$ cat config.mk
export PLATFORM = sky130hd
export DESIGN_NAME = dual_issue_sched
export DESIGN_NICKNAME = d
export VERILOG_FILES = /design/src/rtl/dual_issue_sched.sv
export SDC_FILE = /design/constraint.sdc
export NUM_CORES = 1
export LEC_CHECK = 0
export ABC_CLOCK_PERIOD_IN_PS = 4500
export CORE_UTILIZATION = 49
export CTS_BUF_LIST = sky130_fd_sc_hd__clkbuf_16
export CTS_CLUSTER_SIZE = 40
export DETAILED_ROUTE_END_ITERATION = 7
export PLACE_DENSITY = 0.8
export RECOVER_POWER = 25
export SLEW_MARGIN = 40
export SYNTH_ARGS = -nofsm -noshare
export SYNTH_HDL_FRONTEND = slang
export SYNTH_SLANG_ARGS = --single-unit
$ cat constraint.sdc
create_clock -name clk -period 4.5 [get_ports clk]
set_input_delay 1.125 -clock clk [delete_from_list [all_inputs] [get_ports clk]]
set_output_delay 1.125 -clock clk [all_outputs]
set_load 0.03 [all_outputs]
$ cat src/rtl/dual_issue_sched.sv
// In-order 2-wide issue scheduler: scoreboard for long-latency results plus a busy counter for the divider.
// Dual issue is enabled by defining SCHED_DUAL_ISSUE_EN; otherwise only slot0 ever issues.
module dual_issue_sched #(
    parameter int NREG    = 32,
    parameter int DIV_LAT = 8
) (
    input  logic            clk,
    input  logic            rst,
    input  logic            flush_i,
    input  logic            stall_i,
    input  logic [1:0]      inst_valid_i,
    input  logic [9:0]      rs1_i,
    input  logic [9:0]      rs2_i,
    input  logic [9:0]      rd_i,
    input  logic [1:0]      rd_we_i,
    input  logic [1:0]      is_mem_i,
    input  logic [1:0]      is_div_i,
    input  logic [1:0]      is_long_i,
    input  logic [1:0]      is_solo_i,
    input  logic [1:0]      wb_valid_i,
    input  logic [9:0]      wb_rd_i,
    output logic [1:0]      issue_o,
    output logic [NREG-1:0] sb_busy_o,
    output logic            div_busy_o
);

    localparam logic [7:0] DIV_LAT_C = 8'(DIV_LAT);

    logic [NREG-1:0] sb_q, sb_d;
    logic [NREG-1:0] wbmask, setmask, eff;
    logic [7:0]      div_cnt_q, div_cnt_d;
    logic            blocked, div_busy;
    logic            ok0, ok1, pair_ok;
    logic            issue0, issue1;
    logic            set0, set1, div_issue;

    logic [4:0] rs1_0, rs2_0, rd_0, rs1_1, rs2_1, rd_1;
    assign rs1_0 = rs1_i[4:0];
    assign rs2_0 = rs2_i[4:0];
    assign rd_0  = rd_i[4:0];
    assign rs1_1 = rs1_i[9:5];
    assign rs2_1 = rs2_i[9:5];
    assign rd_1  = rd_i[9:5];

    function automatic logic hit(input logic [NREG-1:0] v, input logic [4:0] r);
        return (r != 5'd0) && v[r];
    endfunction

    generate
        for (genvar gi = 0; gi < NREG; gi++) begin : g_mask
            localparam logic [4:0] R = 5'(gi);
            assign wbmask[gi]  = (wb_valid_i[0] && wb_rd_i[4:0] == R) ||
                                 (wb_valid_i[1] && wb_rd_i[9:5] == R);
            assign setmask[gi] = (gi != 0) && ((set0 && rd_0 == R) || (set1 && rd_1 == R));
        end
    endgenerate

    // Same-cycle writebacks release dependents; the backend forwards the value.
    assign eff      = sb_q & ~wbmask & ~{{(NREG-1){1'b0}}, 1'b1};
    assign div_busy = (div_cnt_q != 8'd0);
    assign blocked  = rst || flush_i || stall_i;

    assign ok0 = inst_valid_i[0] && !hit(eff, rs1_0) && !hit(eff, rs2_0) &&
                 !(rd_we_i[0] && hit(eff, rd_0)) && !(is_div_i[0] && div_busy);
    assign ok1 = inst_valid_i[1] && !hit(eff, rs1_1) && !hit(eff, rs2_1) &&
                 !(rd_we_i[1] && hit(eff, rd_1)) && !(is_div_i[1] && div_busy);

    assign pair_ok = !(rd_we_i[0] && rd_0 != 5'd0 && (rd_0 == rs1_1 || rd_0 == rs2_1)) &&
                     !(rd_we_i[0] && rd_we_i[1] && rd_0 == rd_1) &&
                     !(&is_mem_i) && !(&is_div_i) && !(|is_solo_i);

    assign issue0 = !blocked && ok0;

`ifdef SCHED_DUAL_ISSUE_EN
    assign issue1 = issue0 && ok1 && pair_ok;
`else
    logic unused_pair;
    assign unused_pair = &{1'b0, ok1, pair_ok};
    assign issue1      = 1'b0;
`endif

    assign issue_o = {issue1, issue0};

    assign set0 = issue0 && is_long_i[0] && rd_we_i[0] && rd_0 != 5'd0;
    assign set1 = issue1 && is_long_i[1] && rd_we_i[1] && rd_1 != 5'd0;
    assign div_issue = (issue0 && is_div_i[0]) || (issue1 && is_div_i[1]);

    always_comb begin
        sb_d      = (sb_q & ~wbmask) | setmask;
        div_cnt_d = div_cnt_q;
        if (flush_i) begin
            sb_d = '0;
        end
        // The divider cannot abort, so flush leaves the counter running.
        if (div_issue) begin
            div_cnt_d = DIV_LAT_C;
        end else if (div_busy) begin
            div_cnt_d = div_cnt_q - 8'd1;
        end
    end

    always_ff @(posedge clk) begin
        if (rst) begin
            sb_q      <= '0;
            div_cnt_q <= 8'd0;
        end else begin
            sb_q      <= sb_d;
            div_cnt_q <= div_cnt_d;
        end
    end

    assign sb_busy_o  = sb_q;
    assign div_busy_o = div_busy;

endmodule

==> impl_metrics.env <==
export IMPL_first_pass_iters=8
export IMPL_cts_root_buffer="clkbuf_16"
export IMPL_grt_remaining_overflow=0
export IMPL_power_frac_comb_pct=37.7
export IMPL_cp_cell_sequence="clkbuf_4 > nand4b_1 > buf_4 > o221ai_4 > o22ai_1 > nor4_1 > o21ai_1 > a22oi_2 > and3_4 > o211a_1 > buf_6"
export IMPL_wl_per_cell_um=26.46
export IMPL_gp_congestion=1.007
export IMPL_holdPathStages=2
export IMPL_vias=4757
export IMPL_synthCells=416
export IMPL_num_io_pins=93
export IMPL_grt_pass1_vias=4526
export IMPL_yosysTopAreaCell="dfxtp_1"
export IMPL_p_leak_uw=0.001922
export IMPL_hold_viol=0
export IMPL_clock_sinks=40
export IMPL_cp_data_required_time_ns=3.38
export IMPL_num_rows=29
export IMPL_clock_skew_ns=0.009345
export IMPL_max_slew_worst_pin_slew_ns=1.133
export IMPL_place_ws_ns=-0.5958
export IMPL_first_iter_violations=702
export IMPL_clock_path_buffers=2
export IMPL_ir_drop_v=0.0003581
export IMPL_p_clk_share_pct=28.6
export IMPL_period_share_pct=100.6
export IMPL_worst_setup_path_end_kind="output pin"
export IMPL_areaGrowthSynthToFinish_pct=66.50
export IMPL_ant_nets=0
export IMPL_drv_slew=0
export IMPL_finalSetupViolCount=1
export IMPL_synth_edf_count=0
export IMPL_grt_total_usage_pct=45.61
export IMPL_cts_tree="done"
export IMPL_grt_antenna_before_repair=0
export IMPL_initial_core_util_pct=50.52
export IMPL_cts_clk_slew_worst_paths_ns=0.06
export IMPL_hold_path_class="reg -> reg"
export IMPL_viasPerCell=7.219
export IMPL_syn_nets=475
export IMPL_timing_critical_path_from="wb_rd_i[7]"
export IMPL_numCtsBuffers=5
export IMPL_grt_pass1_wl_mm=24.49
export IMPL_min_from="div_cnt_q[6]"
export IMPL_dp_hpwl_mm=10.81
export IMPL_die_h_um=82.92
export IMPL_path_max_fanout=8
export IMPL_coreArea_um2=6350
export IMPL_synthFlopType="dfxtp_1"
export IMPL_switching_power_uw=437.4
export IMPL_status="finished with violations"
export IMPL_timing_final_ws_setup_ns=-0.02876
export IMPL_synth_area_leaders="dfxtp_1 25%, o31ai_1 8.4%, o221ai_1 7.6%"
export IMPL_synth_async_reset_ratio_pct=0
export IMPL_synth_top_area_share_pct=24.96
export IMPL_syn_area_um2=3208
export IMPL_ys_seq_area_share_pct=24.96
export IMPL_internal_power_uw=776.0
export IMPL_ys_ff_latch=40
export IMPL_pwr_share_seq_pct=33.6
export IMPL_die_x_um=82.92
export IMPL_diodes=0
export IMPL_critPathSlowestCell="nand4b_1"
export IMPL_max_freq_mhz=220.8
export IMPL_stdcell_count=659
export IMPL_crit_type="in -> out"
export IMPL_cap_violations=0
export IMPL_slew_headroom_pct=24.49
export IMPL_sw_frac_of_total_pct=36.05
export IMPL_clkLatencyLatePin_ns=0.29
export IMPL_finalCriticalPeriod_ns=4.529
export IMPL_routed_wl_mm=17.44
export IMPL_placed_cells=630
export IMPL_drive_above_1_share_pct=33.68
export IMPL_finalPower_uw=1213
export IMPL_synth_warnings=0
export IMPL_start_kind="input port"
export IMPL_synth_avg_cell_area_um2=7.712
export IMPL_layout_commonest_cell="buf_4"
export IMPL_power_density_nw_per_um2=227.2
export IMPL_fill_cells=368
export IMPL_layout_nets=640
export IMPL_fp_dieArea_um2=6875
export IMPL_layout_common_cells="114 x buf_4, 40 x dfxtp_1, 39 x clkdlybuf4s50_1"
export IMPL_portBuffers=68
export IMPL_setup_tns_ns=-0.02876
export IMPL_htreeDepth=2
export IMPL_reg2reg_depth=12
export IMPL_r2r_start="div_cnt_q[0]"
export IMPL_violations="design-rule violations, negative setup slack"
export IMPL_grt_max_degree=32
export IMPL_max_stage_delay_ns=0.31
export IMPL_critPathArrivalTime_ns=3.40
export IMPL_drc=3
export IMPL_synthDistinctLibCells=56
cells in the mapped netlist (3+ instances only):
master / instances
inv_1: 7
o22ai_1: 11
nor2b_1: 7
a32oi_1: 4
o31ai_1: 36
xnor2_1: 3
dfxtp_1: 40
nand3_1: 10
nand4b_1: 8
nand2_1: 39
xor2_1: 4
buf_2: 6
o221ai_1: 28
nand2b_1: 27
mux2i_1: 9
nor2_1: 31
or3_1: 19
nand4bb_1: 6
a21oi_1: 17
nand4_1: 3
nor3_1: 15
clkbuf_1: 20
nand3b_1: 4
a211oi_1: 6
nor4_1: 3
o21ai_0: 11
worst max-delay path, delay by kind of cell:
| family | cells | cell delay, ns |
|---|---|---|
| AO/OA/AOI/OAI | 5 | 0.92 |
| buffers and inverters | 3 | 0.56 |
| AND/OR/NAND/NOR | 3 | 0.81 |
kinds of logic (layout without fill, tap and decap cells):
family                   Yosys count  after routing  share of synthesized area [%]
buffers and inverters             37            203                          4.797
other                              1              1                         0.1169
AO/OA/AOI/OAI                    139            139                          33.07
multiplexers                      12             12                          4.212
XOR/XNOR                           7              7                          1.911
adder cells (fa/ha/maj)            1              1                         0.3900
flip-flops                        40             40                          24.96
AND/OR/NAND/NOR                  179            179                          30.54
per-layer routing:
| layer | track usage, % | share of wire [%] | wire length [µm] | vias to the layer above |
|---|---|---|---|---|
| met5 | 0 | 0 | 0 | - |
| li1 | - | - | - | 1971 |
| met4 | 32.13 | 9.2 | 1607 | 0 |
| met2 | 70.27 | 42 | 7272 | 486 |
| met1 | 55.86 | 35 | 6037 | 2150 |
| met3 | 10.74 | 14 | 2519 | 150 |
flip-flops by register name, summed over array words and instances (netlist names):
signal / flops
div_cnt_q: 8
sb_busy_o: 32
path summary, 6_finish.rpt:
check	end	slack (ns)
setup / recovery	issue_o[0]	-0.03
hold / removal	div_cnt_q[6]	0.51
setup reg to reg	sb_busy_o[23]	1.81
hold reg to reg	div_cnt_q[6]	0.51
final cells by class:
cell class,instances,area [µm²],area share [%]
Clock inverter,3,15.01,0.2811
Clock buffer,5,125.1,2.342
Multi-Input combinational cell,339,2711,50.76
Tap cell,77,96.34,1.804
Sequential cell,40,800.8,14.99
Inverter,7,30.03,0.5622
Timing Repair Buffer,188,1563,29.26
what timing repair did:
item                                    in CTS  in global routing
pin swaps                                   16                 14
endpoints found under the setup margin       1                  1
resized for setup                           93                 50
hold buffers                                 0                  0
gates cloned                                 0                  0
buffers inserted                            14                  9
per-stage QoR:
| step | hold slack [ns] | util, % | area (µm²) |
|---|---|---|---|
| after detailed placement | 0.4627 | 72.61 | 4611 |
| after floorplan | 0.4692 | - | 3208 |
| after global routing | 0.5257 | 84.12 | 5341 |
| after CTS | 0.4699 | 81.83 | 5196 |
| after global placement | 0.4255 | 72.61 | 4611 |
| final | 0.5068 | 84.12 | 5341 |
power by group through the flow:
stage / Sequential (µW) / Clock [µW] / Combinational [µW]
after floorplan: 410 / 0 / 253
after global placement: 413 / 0 / 388
after detailed placement: 414 / 0 / 403
after CTS: 407 / 347 / 428
after global routing: 411 / 362 / 485
final: 408 / 348 / 458
No activity file was read; power rests on OpenSTA's default activity.
